File: src/rtl/ascon_aead128_blk_fifo.sv
// Packs BUS_W words into padded 128-bit Ascon blocks and queues them first-word-fall-through.
// Block is visible one cycle after its completing word; wr_ready drops whenever the FIFO is full.

module fifo #(
  parameter int W     = 8,
  parameter int DEPTH = 4
) (
  input  logic                     aclk,
  input  logic                     aresetn,
  input  logic                     clear,
  input  logic                     push_vld,
  input  logic [W-1:0]             push_dat,
  output logic                     pop_vld,
  input  logic                     pop_rdy,
  output logic [W-1:0]             pop_dat,
  output logic [$clog2(DEPTH):0]   level
);
  localparam int PW  = $clog2(DEPTH);
  localparam logic [PW:0] FULL_LVL = (PW+1)'(DEPTH);

  logic [W-1:0]  mem [DEPTH];
  logic [PW-1:0] wr_ptr, rd_ptr;
  logic          do_push, do_pop;

  assign do_push = push_vld && (level != FULL_LVL);
  assign do_pop  = pop_rdy && (level != '0);
  assign pop_vld = (level != '0);
  // Empty FIFO presents zeros rather than stale storage.
  assign pop_dat = pop_vld ? mem[rd_ptr] : '0;

  always_ff @(posedge aclk or negedge aresetn) begin
    if (!aresetn) begin
      wr_ptr <= '0;
      rd_ptr <= '0;
      level  <= '0;
    end else if (clear) begin
      wr_ptr <= '0;
      rd_ptr <= '0;
      level  <= '0;
    end else begin
      if (do_push) wr_ptr <= wr_ptr + 1'b1;
      if (do_pop)  rd_ptr <= rd_ptr + 1'b1;
      if (do_push && !do_pop)      level <= level + 1'b1;
      else if (!do_push && do_pop) level <= level - 1'b1;
    end
  end

  always_ff @(posedge aclk) begin
    if (do_push && !clear) mem[wr_ptr] <= push_dat;
  end
endmodule

module ascon_aead128_blk_fifo #(
  parameter int BUS_W  = 32,
  parameter int DEPTH  = 4,
  parameter int PAD_EN = 1
) (
  input  logic                     aclk,
  input  logic                     aresetn,
  input  logic                     clear,
  input  logic                     wr_valid,
  output logic                     wr_ready,
  input  logic [BUS_W-1:0]         wr_data,
  input  logic [BUS_W/8-1:0]       wr_strb,
  input  logic                     wr_last,
  output logic                     blk_valid,
  input  logic                     blk_ready,
  output logic [127:0]             blk_data,
  output logic                     blk_last,
  output logic [4:0]               blk_nbytes,
  output logic [$clog2(DEPTH):0]   level,
  output logic                     err_strb
);
  localparam int WPB = 128 / BUS_W;
  localparam int SB  = BUS_W / 8;
  localparam int LW  = $clog2(WPB);
  localparam int LVW = $clog2(DEPTH) + 1;
  localparam logic [LVW-1:0] FULL_LVL = LVW'(DEPTH);

  typedef struct packed {
    logic         last;
    logic [4:0]   nbytes;
    logic [127:0] data;
  } blk_t;

  logic [127:0]   asm_q, merged, padded;
  logic [LW-1:0]  lane;
  logic           acc, commit, bad, run;
  logic [SB-1:0]  run_mask, keep;
  logic [4:0]     vbytes, nbytes;
  logic [BUS_W-1:0] word_m;
  blk_t           push_dat, pop_dat;

  assign wr_ready = aresetn && (level != FULL_LVL);
  assign acc      = wr_valid && wr_ready && !clear;
  assign commit   = acc && (wr_last || (lane == LW'(WPB-1)));

  always_comb begin
    run      = 1'b1;
    run_mask = '0;
    vbytes   = '0;
    word_m   = '0;
    // Final word: only the contiguous strobe run from byte 0 carries data.
    for (int i = 0; i < SB; i++) begin
      run         = run & wr_strb[i];
      run_mask[i] = run;
      vbytes      = vbytes + 5'(run);
    end
    keep = wr_last ? run_mask : wr_strb;
    bad  = wr_last ? |(wr_strb & ~run_mask) : ~&wr_strb;
    for (int i = 0; i < SB; i++) begin
      word_m[i*8 +: 8] = keep[i] ? wr_data[i*8 +: 8] : 8'h00;
    end
    nbytes = 5'(lane) * 5'(SB) + (wr_last ? vbytes : 5'(SB));
    merged = asm_q | (128'(word_m) << (32'(lane) * BUS_W));
    padded = merged;
    if ((PAD_EN != 0) && wr_last && (nbytes < 5'd16)) begin
      padded = merged | (128'h1 << {nbytes, 3'b000});
    end
    push_dat = '{last: wr_last, nbytes: nbytes, data: padded};
  end

  always_ff @(posedge aclk or negedge aresetn) begin
    if (!aresetn) begin
      asm_q    <= '0;
      lane     <= '0;
      err_strb <= 1'b0;
    end else if (clear) begin
      asm_q    <= '0;
      lane     <= '0;
      err_strb <= 1'b0;
    end else begin
      err_strb <= acc && bad;
      if (commit) begin
        asm_q <= '0;
        lane  <= '0;
      end else if (acc) begin
        asm_q <= merged;
        lane  <= lane + 1'b1;
      end
    end
  end

  fifo #(.W($bits(blk_t)), .DEPTH(DEPTH)) u_fifo (
    .aclk     (aclk),
    .aresetn  (aresetn),
    .clear    (clear),
    .push_vld (commit),
    .push_dat (push_dat),
    .pop_vld  (blk_valid),
    .pop_rdy  (blk_ready),
    .pop_dat  (pop_dat),
    .level    (level)
  );

  assign blk_last   = pop_dat.last;
  assign blk_nbytes = pop_dat.nbytes;
  assign blk_data   = pop_dat.data;
endmodule
File: config.mk
export PLATFORM = sky130hd
export DESIGN_NAME = ascon_aead128_blk_fifo
export DESIGN_NICKNAME = d
export VERILOG_FILES = /design/src/rtl/ascon_aead128_blk_fifo.sv
export SDC_FILE = /design/constraint.sdc
export NUM_CORES = 1
export LEC_CHECK = 0
export BUFFER_PORTS_ARGS = -buffer_cell sky130_fd_sc_hd__buf_2
export CAP_MARGIN = 0
export CORE_UTILIZATION = 60
export CTS_CLUSTER_DIAMETER = 120
export CTS_CLUSTER_SIZE = 14
export DETAILED_ROUTE_END_ITERATION = 10
export PLACE_DENSITY_LB_ADDON = 0.3
export SLEW_MARGIN = 20
export SYNTH_ARGS = -nofsm -noshare
export SYNTH_HDL_FRONTEND = slang
export SYNTH_SLANG_ARGS = --single-unit
File: constraint.sdc
create_clock -name aclk -period 5.75 [get_ports aclk]
set_input_delay 0.575 -clock aclk [delete_from_list [all_inputs] [get_ports aclk]]
set_output_delay 0.575 -clock aclk [all_outputs]
set_load 0.01 [all_outputs]
-- Word-level counts from Yosys, hierarchy flattened
Memory sizes are Yosys's and may differ from the RTL's.
Cells that the tools add are included.
W data, S select, Z words.
- register bits after elaboration: 138
- RAM bits: 536
- input port bits: 42
- logic and storage cells: 76
- memories: 1
- memory list (memory ; depth ; width ; rd ports ; clocked after Yosys merged registers in ; wr ports ; RTL line ; source):
    u_fifo.mem ; 4 ; 134 ; 1 ; 0 ; 1 ; 21 ; logic [W-1:0] mem [DEPTH];
- add/sub/neg operators: 9
- $lt $le $gt $ge: 1
- equal/unequal tests: 2
- shift-type cells: 2
- multiplexer cells: 25
- bitwise operators: 7
- reduce and logical (&&, ||, !) cells: 23
- operator list (cell ; count):
    $mux W128 ; 4
    $or A128 B128 Y128 ; 2
    $mux W134 ; 1
    $shl A1 B8 Y128 const A ; 1
    $shl A32 B7 Y128 ; 1
    $mux W8 ; 4
    $mux W2 ; 7
    $logic_and A1 B1 Y1 ; 11
    $mux W3 ; 3
    $reduce_bool A3 Y1 ; 3
    $mux W4 ; 2
    $add A2 B1 Y2 const B ; 3
    $add A4 B4 Y5 ; 1
    $lt A5 B5 Y1 const B ; 1
    $add A3 B1 Y4 ; 1
    $and A4 B4 Y4 ; 1
    $logic_not A1 Y1 ; 4
    $mux W1 ; 4
    $not A4 Y4 ; 1
    $reduce_and A4 Y1 ; 1
    $reduce_bool A2 Y1 ; 2
    $reduce_or A4 Y1 ; 1
    $add A2 B1 Y3 ; 1
    $add A3 B1 Y3 const B ; 1
    6 further kinds ; 8

-- Depth between registers and ports, before layout
Gate-level depths: netlist of the first run.
- depth after elaboration: 11
- depth in mapped cells: 16

-- By module
Synthesis of the first run repeated with hierarchy kept, for this count alone.
- cell total of the unflattened synthesis: 1456
- area, all modules: 27079.7 µm²
- by module, submodules not included (module ; instances ; cells an instance ; area each (µm²) ; sequential area each (µm²)):
    fifo ; 1 ; 910 ; 20732.4 ; 16270.6
    ascon_aead128_blk_fifo ; 1 ; 546 ; 6347.3 ; 3278.1

-- Least setup slack after synthesis of the first run
No wires, ideal clock.
- path type: input -> register
- start: input port wr_last
- end: memory u_fifo.mem[0][0] (netlist bit), enable pin
- arrival: 4.382 ns
- path slack: 0.858 ns
- stages: 5
- path buffers: 2
- cells stage by stage: buf_2 > nor2_1 > nor4_2 > buf_2 > and2_1
- word-level cells in the longest chain between the ends: 6
- RTL lines (item ; RTL line ; source):
    from (decl) ; 65 ; input logic wr_last,
    $logic_or A1 B1 Y1 ; 96 ; assign commit = acc && (wr_last || (lane == LW'(WPB-1)));
    $logic_and A1 B1 Y1 ; 96 ;
    $logic_and A1 B1 Y1 ; 25 ; assign do_push = push_vld && (level != FULL_LVL);
    $logic_and A1 B1 Y1 ; 49 ; if (do_push && !clear) mem[wr_ptr] <= push_dat;
    $mux W1 ; 49 ;
    $mux W1 (implied by the code) ; 49 ;
    to (decl) ; 21 ;
Every way passes these cells.

-- Worst setup path after layout of the first run
- start: input port wr_strb[0]
- end: memory u_fifo.mem[3][72] (netlist bit) (data pin)
- word-level cells in the longest chain between the ends: 9
- RTL lines (item ; RTL line ; source):
    from (decl) ; 64 ; input logic [BUS_W/8-1:0] wr_strb,
    $and A1 B1 Y1 ; 105 ; run = run & wr_strb[i];
    $add A1 B1 Y2 / $and A1 B1 Y1 (equally long branches) ; 107, 105 ;
    $add A2 B1 Y3 / $and A1 B1 Y1 (equally long branches) ; 107, 105 ;
    $add A3 B1 Y4 * ; 107 ; vbytes = vbytes + 5'(run);
    $mux W4 * ; 114 ; nbytes = 5'(lane) * 5'(SB) + (wr_last ? vbytes : 5'(SB));
    $add A4 B4 Y5 * ; 114 ;
    named net nbytes[3] ; 90 ; logic [4:0] vbytes, nbytes;
    $lt A5 B5 Y1 / $shl A1 B8 Y128 (equally long branches) ; 117, 118 ;
    $logic_and A1 B1 Y1 / $or A128 B128 Y128 (equally long branches) ; 117, 118 ;
    $mux W128 * ; 117 ; if ((PAD_EN != 0) && wr_last && (nbytes < 5'd16)) begin
    named net padded[72] ; 86 ; logic [127:0] asm_q, merged, padded;
Mark *: on every way through the listed nets, which the timed path passes. The rest lies on a longest branch.

==> results of run 1 <==
## flip-flops by register name, summed over array words and instances (netlist names)
signal / cells
asm_q: 128
err_strb: 1
lane: 2
u_fifo.rd_ptr: 2
u_fifo.mem: 536
u_fifo.wr_ptr: 2
u_fifo.level: 3
## how the worst min path moves through the flow
stage | startpoint | end | slack [ns]
3_3_place_gp | asm_q[122]$_DFFE_PN0P_ | asm_q[122]$_DFFE_PN0P_ | 0.46
6_report | wr_valid | lane[1]$_DFFE_PN0P_ | 0.28
5_1_grt | wr_strb[3] | err_strb$_DFF_PN0_ | 0.29
4_1_cts | wr_valid | lane[1]$_DFFE_PN0P_ | 0.26
2_1_floorplan | aresetn | asm_q[0]$_DFFE_PN0P_ | 0.28
3_5_place_dp | asm_q[31]$_DFFE_PN0P_ | asm_q[31]$_DFFE_PN0P_ | 0.46
## critical path, cell delays in order
cell	delay, ns
buf_2	0.19
nand2_1	0.14
inv_1	0.13
nand3_1	0.14
fa_1	0.52
inv_1	0.04
ha_1	0.19
ha_1	0.19
nand2b_1	0.17
ha_1	0.21
ha_1	0.50
nor4b_1	1.01
a21oi_1	0.14
o21ai_0	0.22
## power groups by stage
stage,sequential [µW],combinational [µW],clock (µW)
after floorplan,5390,831,0
after global placement,5430,1230,0
after detailed placement,5440,1240,0
after CTS,5330,1250,3460
after global routing,5340,1340,3620
final,5330,1230,3400
## synth_stat cells (10+ instances only)
library cell    n  area share (%)
nor2_1         17            0.24
o21ai_1        42            0.78
o21bai_1      112             3.1
nand2_1       165             2.3
inv_1          10            0.14
buf_4          19            0.53
and2_1        143             3.3
clkbuf_1       53            0.74
buf_2          19            0.35
mux4_2        135              11
o21ai_0        99             1.8
edfxtp_1      536              60
dfrtp_1       138              13
a21oi_1        13            0.24
## kinds of logic (layout without fill, tap and decap cells)
group           after synthesis  after routing
compound gates              281            281
xor+xnor                      4              4
fa+ha+maj                    11             11
buf+inv                     102            306
flops                       674            674
mux                         137            137
simple gates                355            355
## final cells by class
| cell class | instances | area [µm²] |
|---|---|---|
| Inverter | 10 | 37.5 |
| Multi-Input combinational cell | 788 | 6840 |
| Tap cell | 592 | 741 |
| Timing Repair Buffer | 200 | 1130 |
| Clock buffer | 93 | 1520 |
| Clock inverter | 3 | 45.0 |
| Fill cell | 2906 | 14200 |
| Sequential cell | 674 | 19600 |
## metrics by stage
step,instances,hold slack (ns),utilization (%)
after floorplan,1564,0.279,-
after global placement,2263,0.455,64.1
after detailed placement,2263,0.464,64.1
after CTS,2360,0.261,67.7
after global routing,2360,0.286,67.7
final,2360,0.285,67.7
## per-layer routing
layer | up-vias | GRT usage [%] | part of all wire (%)
li1 | 6310 | - | -
met1 | 7536 | 36.8 | 40
met2 | 604 | 44.1 | 51
met3 | 77 | 4.67 | 7.7
met4 | 0 | 6.90 | 1.7
met5 | - | 0 | 0
==> results.yml, run 1 <==
die:
  core_area_um2: 44100
  dieArea_um2: 45500
  ios: 182
  die_x_um: 213
  fp.dieH_um: 213
  std_cell_rows: 77
  start_util_pct: 60.8
place:
  io_buffers: 181
  dp_hpwl_mm: 33.2
  place_area_um2: 28300
  place.gp.congestion: 0.778
  dp_slack_ns: 1.29
timing:
  tns_ns: 0
  skew_ns: 0.0170
  rsz0062_at_grt: "false"
  maxSlewHeadroom_pct: 18.1
  max_freq_ghz: 0.248
  hold_violations: 0
  drv_slew: 0
  period_needed_ns: 4.03
  finalCritPeriodShare_pct: 70.0
  worst_pin_slew_ns: 1.21
  fin_ws_ns: 1.72
  finalSetupViolations: 0
clocking:
  cts.sinks: 674
  hold_buffers: 1
  htreeDepth: 2
  cts-resized-gates: 0
  cts_tree: "done"
  postCtsSetupRepairBufs: 0
  clk_pin_slew_worst_paths_ns: 0.07
  clock_latency_ns: 0.61
  cts-root-buf: "clkbuf_16"
  numCtsBuffers: 54
  clock_path_buffers: 3
logic_synthesis:
  yosys_warnings: 0
  yosys.area_share.xor_xnor_pct: 0.131
  synth_compound_area_share_pct: 6.51
  synth_nets: 1617
  synth_top_family_by_area: "multiplexers"
  ys_seq_area_share_pct: 72.9
  synth.area.mux_share_pct: 11.4
  yosysUniqueCellTypes: 46
  synthAdderAreaFrac_pct: 0.569
  synth_ff_type: "edfxtp_1"
  netlist_instances: 1564
  ys_ff_latch: 674
  yosys.area_share.simple_pct: 6.68
  synth_edf_count: 536
  postSynthAreaPerCell_um2: 17.1
  syn_area_um2: 26800
  ys_async_sr_fraction_pct: 20.5
grt:
  grt_overflow_total: 0
  grt_pass1_wl_mm: 88.1
  antenna_found_initial: 1
  grt_max_degree: 108
  grt_pass1_vias: 14700
  track_usage_pct: 26.5
setup_path:
  r2r-end: "u_fifo.mem[2][82]$_DFFE_PP_"
  cp-startpoint: "wr_strb[0]"
  path_class: "in -> reg"
  required_ns: 6.10
  endpoint: "u_fifo.mem[3][72]$_DFFE_PP_"
  end_kind: "flip-flop"
  start_kind: "primary input"
  cp_max_fo: 12
  r2r.worst_path.cells: 5
  r2r_setup_slack_ns: 2.62
  arrival_ns: 4.38
  crit-reg2reg-launch: "lane[1]$_DFFE_PN0P_"
layout:
  mostFrequentLayoutCells: "536 x edfxtp_1, 180 x buf_2, 164 x nand2_1"
  drive_gt1_share_pct: 23.4
  n_antenna_cell: 0
  nNetsFinal: 1781
  syn2layout_area_growth_pct: 11.4
  mostFrequentLayoutCell: "edfxtp_1"
  postLayoutCellArea_um2: 29900
power_and_ir_drop:
  power.switching_uw: 2370
  power_density_nw_per_um2: 334
  switching_share_pct: 23.8
  peakVddDrop_uv: 257
  intPower_uw: 7590
  p_leak_uw: 0.0110
  power_uw: 9960
  pwr-share-seq_pct: 53.5
  combPwrFrac_pct: 12.4
  clkPwrFrac_pct: 34.2
drt:
  wl_per_cell_um: 24.6
  dr.first_iter.drc_count: 1158
  drcViolationCount: 0
  drt_pass1_iterations: 5
  num_vias: 14500
  avgViaCountPerCell: 6.16
  wirelength_mm: 58.1
  ant_nets: 0
min_path:
  hold_depth: 3
  holdCritPathClass: "in -> reg"
run_status:
  status: "complete, no violations"
job:
  maxCapViolCount: 0
No activity file was read; power rests on OpenSTA's default activity.
==> inputs of run 2 (changes only) <==
Settings changed: ABC_AREA set to 1, CORE_UTILIZATION 60 to 55.
Clock period 5.75 ns to 3.6 ns, I/O delays scaled along.
==> results.yml, run 2 <==
min_path:
  worstHoldStart: "clear"
  hold_depth: 4
  hold-path-endpoint: "u_fifo.level[1]$_DFFE_PN0P_"
  holdCritPathClass: "in -> reg"
setup_path:
  arrival_ns: 3.04
  r2r-end: "u_fifo.mem[2][20]$_DFFE_PP_"
  start_kind: "flip-flop"
  end_kind: "output port"
  required_ns: 3.24
  r2r.worst_path.cells: 6
  r2r_setup_slack_ns: 0.87
  path_class: "reg -> out"
  crit-reg2reg-launch: "lane[0]$_DFFE_PN0P_"
  cp_max_fo: 73
die:
  ios: 182
  start_util_pct: 55.7
  dieArea_um2: 51600
  die_x_um: 227
  fp.dieH_um: 227
  core_area_um2: 50100
  std_cell_rows: 82
drt:
  drcViolationCount: 0
  avgViaCountPerCell: 5.76
  drt_pass1_iterations: 6
  wirelength_mm: 72.0
  num_vias: 19500
  dr.first_iter.drc_count: 1901
  wl_per_cell_um: 21.3
  ant_nets: 0
power_and_ir_drop:
  peakVddDrop_uv: 845
  power_uw: 19300
  power_density_nw_per_um2: 617
  p_leak_uw: 0.0124
place:
  io_buffers: 181
  place_area_um2: 29600
  place.gp.congestion: 0.903
  dp_hpwl_mm: 44.9
timing:
  rsz0062_at_grt: "false"
  period_needed_ns: 3.40
  drv_slew: 0
  max_freq_ghz: 0.295
  hold_violations: 0
  finalCritPeriodShare_pct: 94.3
  finalSetupViolations: 0
  skew_ns: 0.0181
  worst_pin_slew_ns: 0.982
  holdWs_ns: 0.0829
  maxSlewHeadroom_pct: 34.4
  tns_ns: 0
logic_synthesis:
  synth_edf_count: 536
  ys_async_sr_fraction_pct: 20.5
  synth_common_cells: "621 x nor2_1, 536 x edfxtp_1, 314 x a21oi_1, 234 x o21ai_0, 193 x inv_1"
  yosysUniqueCellTypes: 32
  yosysMostFrequentCell: "nor2_1"
  yosys.area.top_type: "edfxtp_1"
  ys_ff_latch: 674
  synth_top_area_share_pct: 57.7
  yosys_warnings: 0
  netlist_instances: 2528
  synth_nets: 2581
  ys_seq_area_share_pct: 70.1
  synthTopCellsByArea: "edfxtp_1 58%, dfrtp_1 12%, nor2_1 8.4%, a21oi_1 5.6%, o21ai_0 4.2%"
  synth_ff_type: "edfxtp_1"
  postSynthAreaPerCell_um2: 11.0
  syn_area_um2: 27900
grt:
  grt_max_degree: 135
  grt_pass1_vias: 18400
  track_usage_pct: 28.2
  grt_overflow_total: 0
  grt_pass1_wl_mm: 108
  antenna_found_initial: 5
layout:
  n_antenna_cell: 0
  nFillCells: 3886
  top_regs: "u_fifo.mem (536), asm_q (128), u_fifo.level (3)"
  max_flop_register: "u_fifo.mem"
  nNetsFinal: 2717
  postLayoutCellArea_um2: 31200
  drive_gt1_share_pct: 12.8
  syn2layout_area_growth_pct: 11.9
  finish.utilization_pct: 62.3
  largest_register_ffs: 536
  mostFrequentLayoutCells: "616 x nor2_1, 536 x edfxtp_1, 314 x a21oi_1"
  mostFrequentLayoutCell: "nor2_1"
clocking:
  clock_latency_ns: 0.61
  htreeDepth: 2
  clk_pin_slew_worst_paths_ns: 0.07
  cts-root-buf: "clkbuf_16"
  clock_path_buffers: 3
  numCtsBuffers: 54
  cts.sinks: 674
  cts_tree: "done"
job:
  maxCapViolCount: 0
run_status:
  status: "complete, no violations"
-- run 2: routing by layer --
layer  global-route usage, %  part of all wire, %  wire, µm  up-vias
li1                        -                    -         -     8913
met1                    39.3                   40     28800     9523
met2                    44.9                   48     34900      907
met3                    4.27                  8.0      5780      137
met4                    11.1                  3.5      2510        8
met5                       0                0.072        52        -
-- run 2: worst max-delay path by stage --
stage / cells past startpoint / startpoint / slack (ns) / endpoint
6_report: 5 / u_fifo.rd_ptr[0]$_DFFE_PN0P_ / 0.20 / blk_data[56]
5_1_grt: 6 / u_fifo.rd_ptr[0]$_DFFE_PN0P_ / 0.08 / blk_data[52]
4_1_cts: 6 / u_fifo.rd_ptr[0]$_DFFE_PN0P_ / 0.28 / blk_data[64]
3_5_place_dp: 14 / wr_strb[0] / -0.03 / u_fifo.mem[3][48]$_DFFE_PP_
3_3_place_gp: 14 / wr_strb[0] / 0.14 / u_fifo.mem[3][48]$_DFFE_PP_
2_1_floorplan: 5 / u_fifo.level[2]$_DFFE_PN0P_ / -1.29 / u_fifo.mem[0][0]$_DFFE_PP_
-- run 2: power by group --
| group | switching [µW] | total, µW | internal, µW | leakage (µW) |
|---|---|---|---|---|
| Sequential | 125 | 8580 | 8450 | 0.00691 |
| Clock | 2600 | 5560 | 2960 | 0.000761 |
| Combinational | 3560 | 5120 | 1560 | 0.00474 |
-- run 2: per-stage QoR --
stage	instances	worst slack, ns
3_3_place_gp	3279	0.138
6_report	3382	0.205
2_1_floorplan	2528	-1.29
3_5_place_dp	3279	-0.0298
4_1_cts	3382	0.284
5_1_grt	3382	0.0842
-- run 2: logic make-up (layout without fill, tap and decap cells) --
logic type / after synthesis / count (layout) / share of synthesized area, %
AND/OR/NAND/NOR: 801 / 801 / 11.4
buffers and inverters: 359 / 541 / 5.31
adder cells (fa/ha/maj): 11 / 11 / 0.547
AO/OA/AOI/OAI: 682 / 682 / 12.6
XOR/XNOR: 1 / 1 / 0.0314
flip-flops: 674 / 674 / 70.1
-- run 2: area by class of cell --
type	instances	area (µm²)	share of cell area (%)
clock buffers	101	1590	5.10
clock inverters	1	16.3	0.0521
inverters	205	779	2.50
multi-input cells	1495	6900	22.1
flip-flops and latches	674	19600	62.7
well taps	672	841	2.69
repair buffers	234	1530	4.90
-- run 2: timing repair --
| item | in CTS | in global routing |
|---|---|---|
| gates resized for setup | 0 | 0 |
| setup endpoints to repair | 0 | 0 |
| setup buffers | 0 | 0 |
| hold endpoints to repair | 29 | 0 |
| hold buffers | 1 | 0 |
-- run 2: worst max-delay path: stages (launching register included) --
cell,delay [ns]
dfrtp_4,0.74
inv_6,0.38
buf_12,0.32
o21ai_0,0.14
a21oi_1,0.48
buf_2,0.23
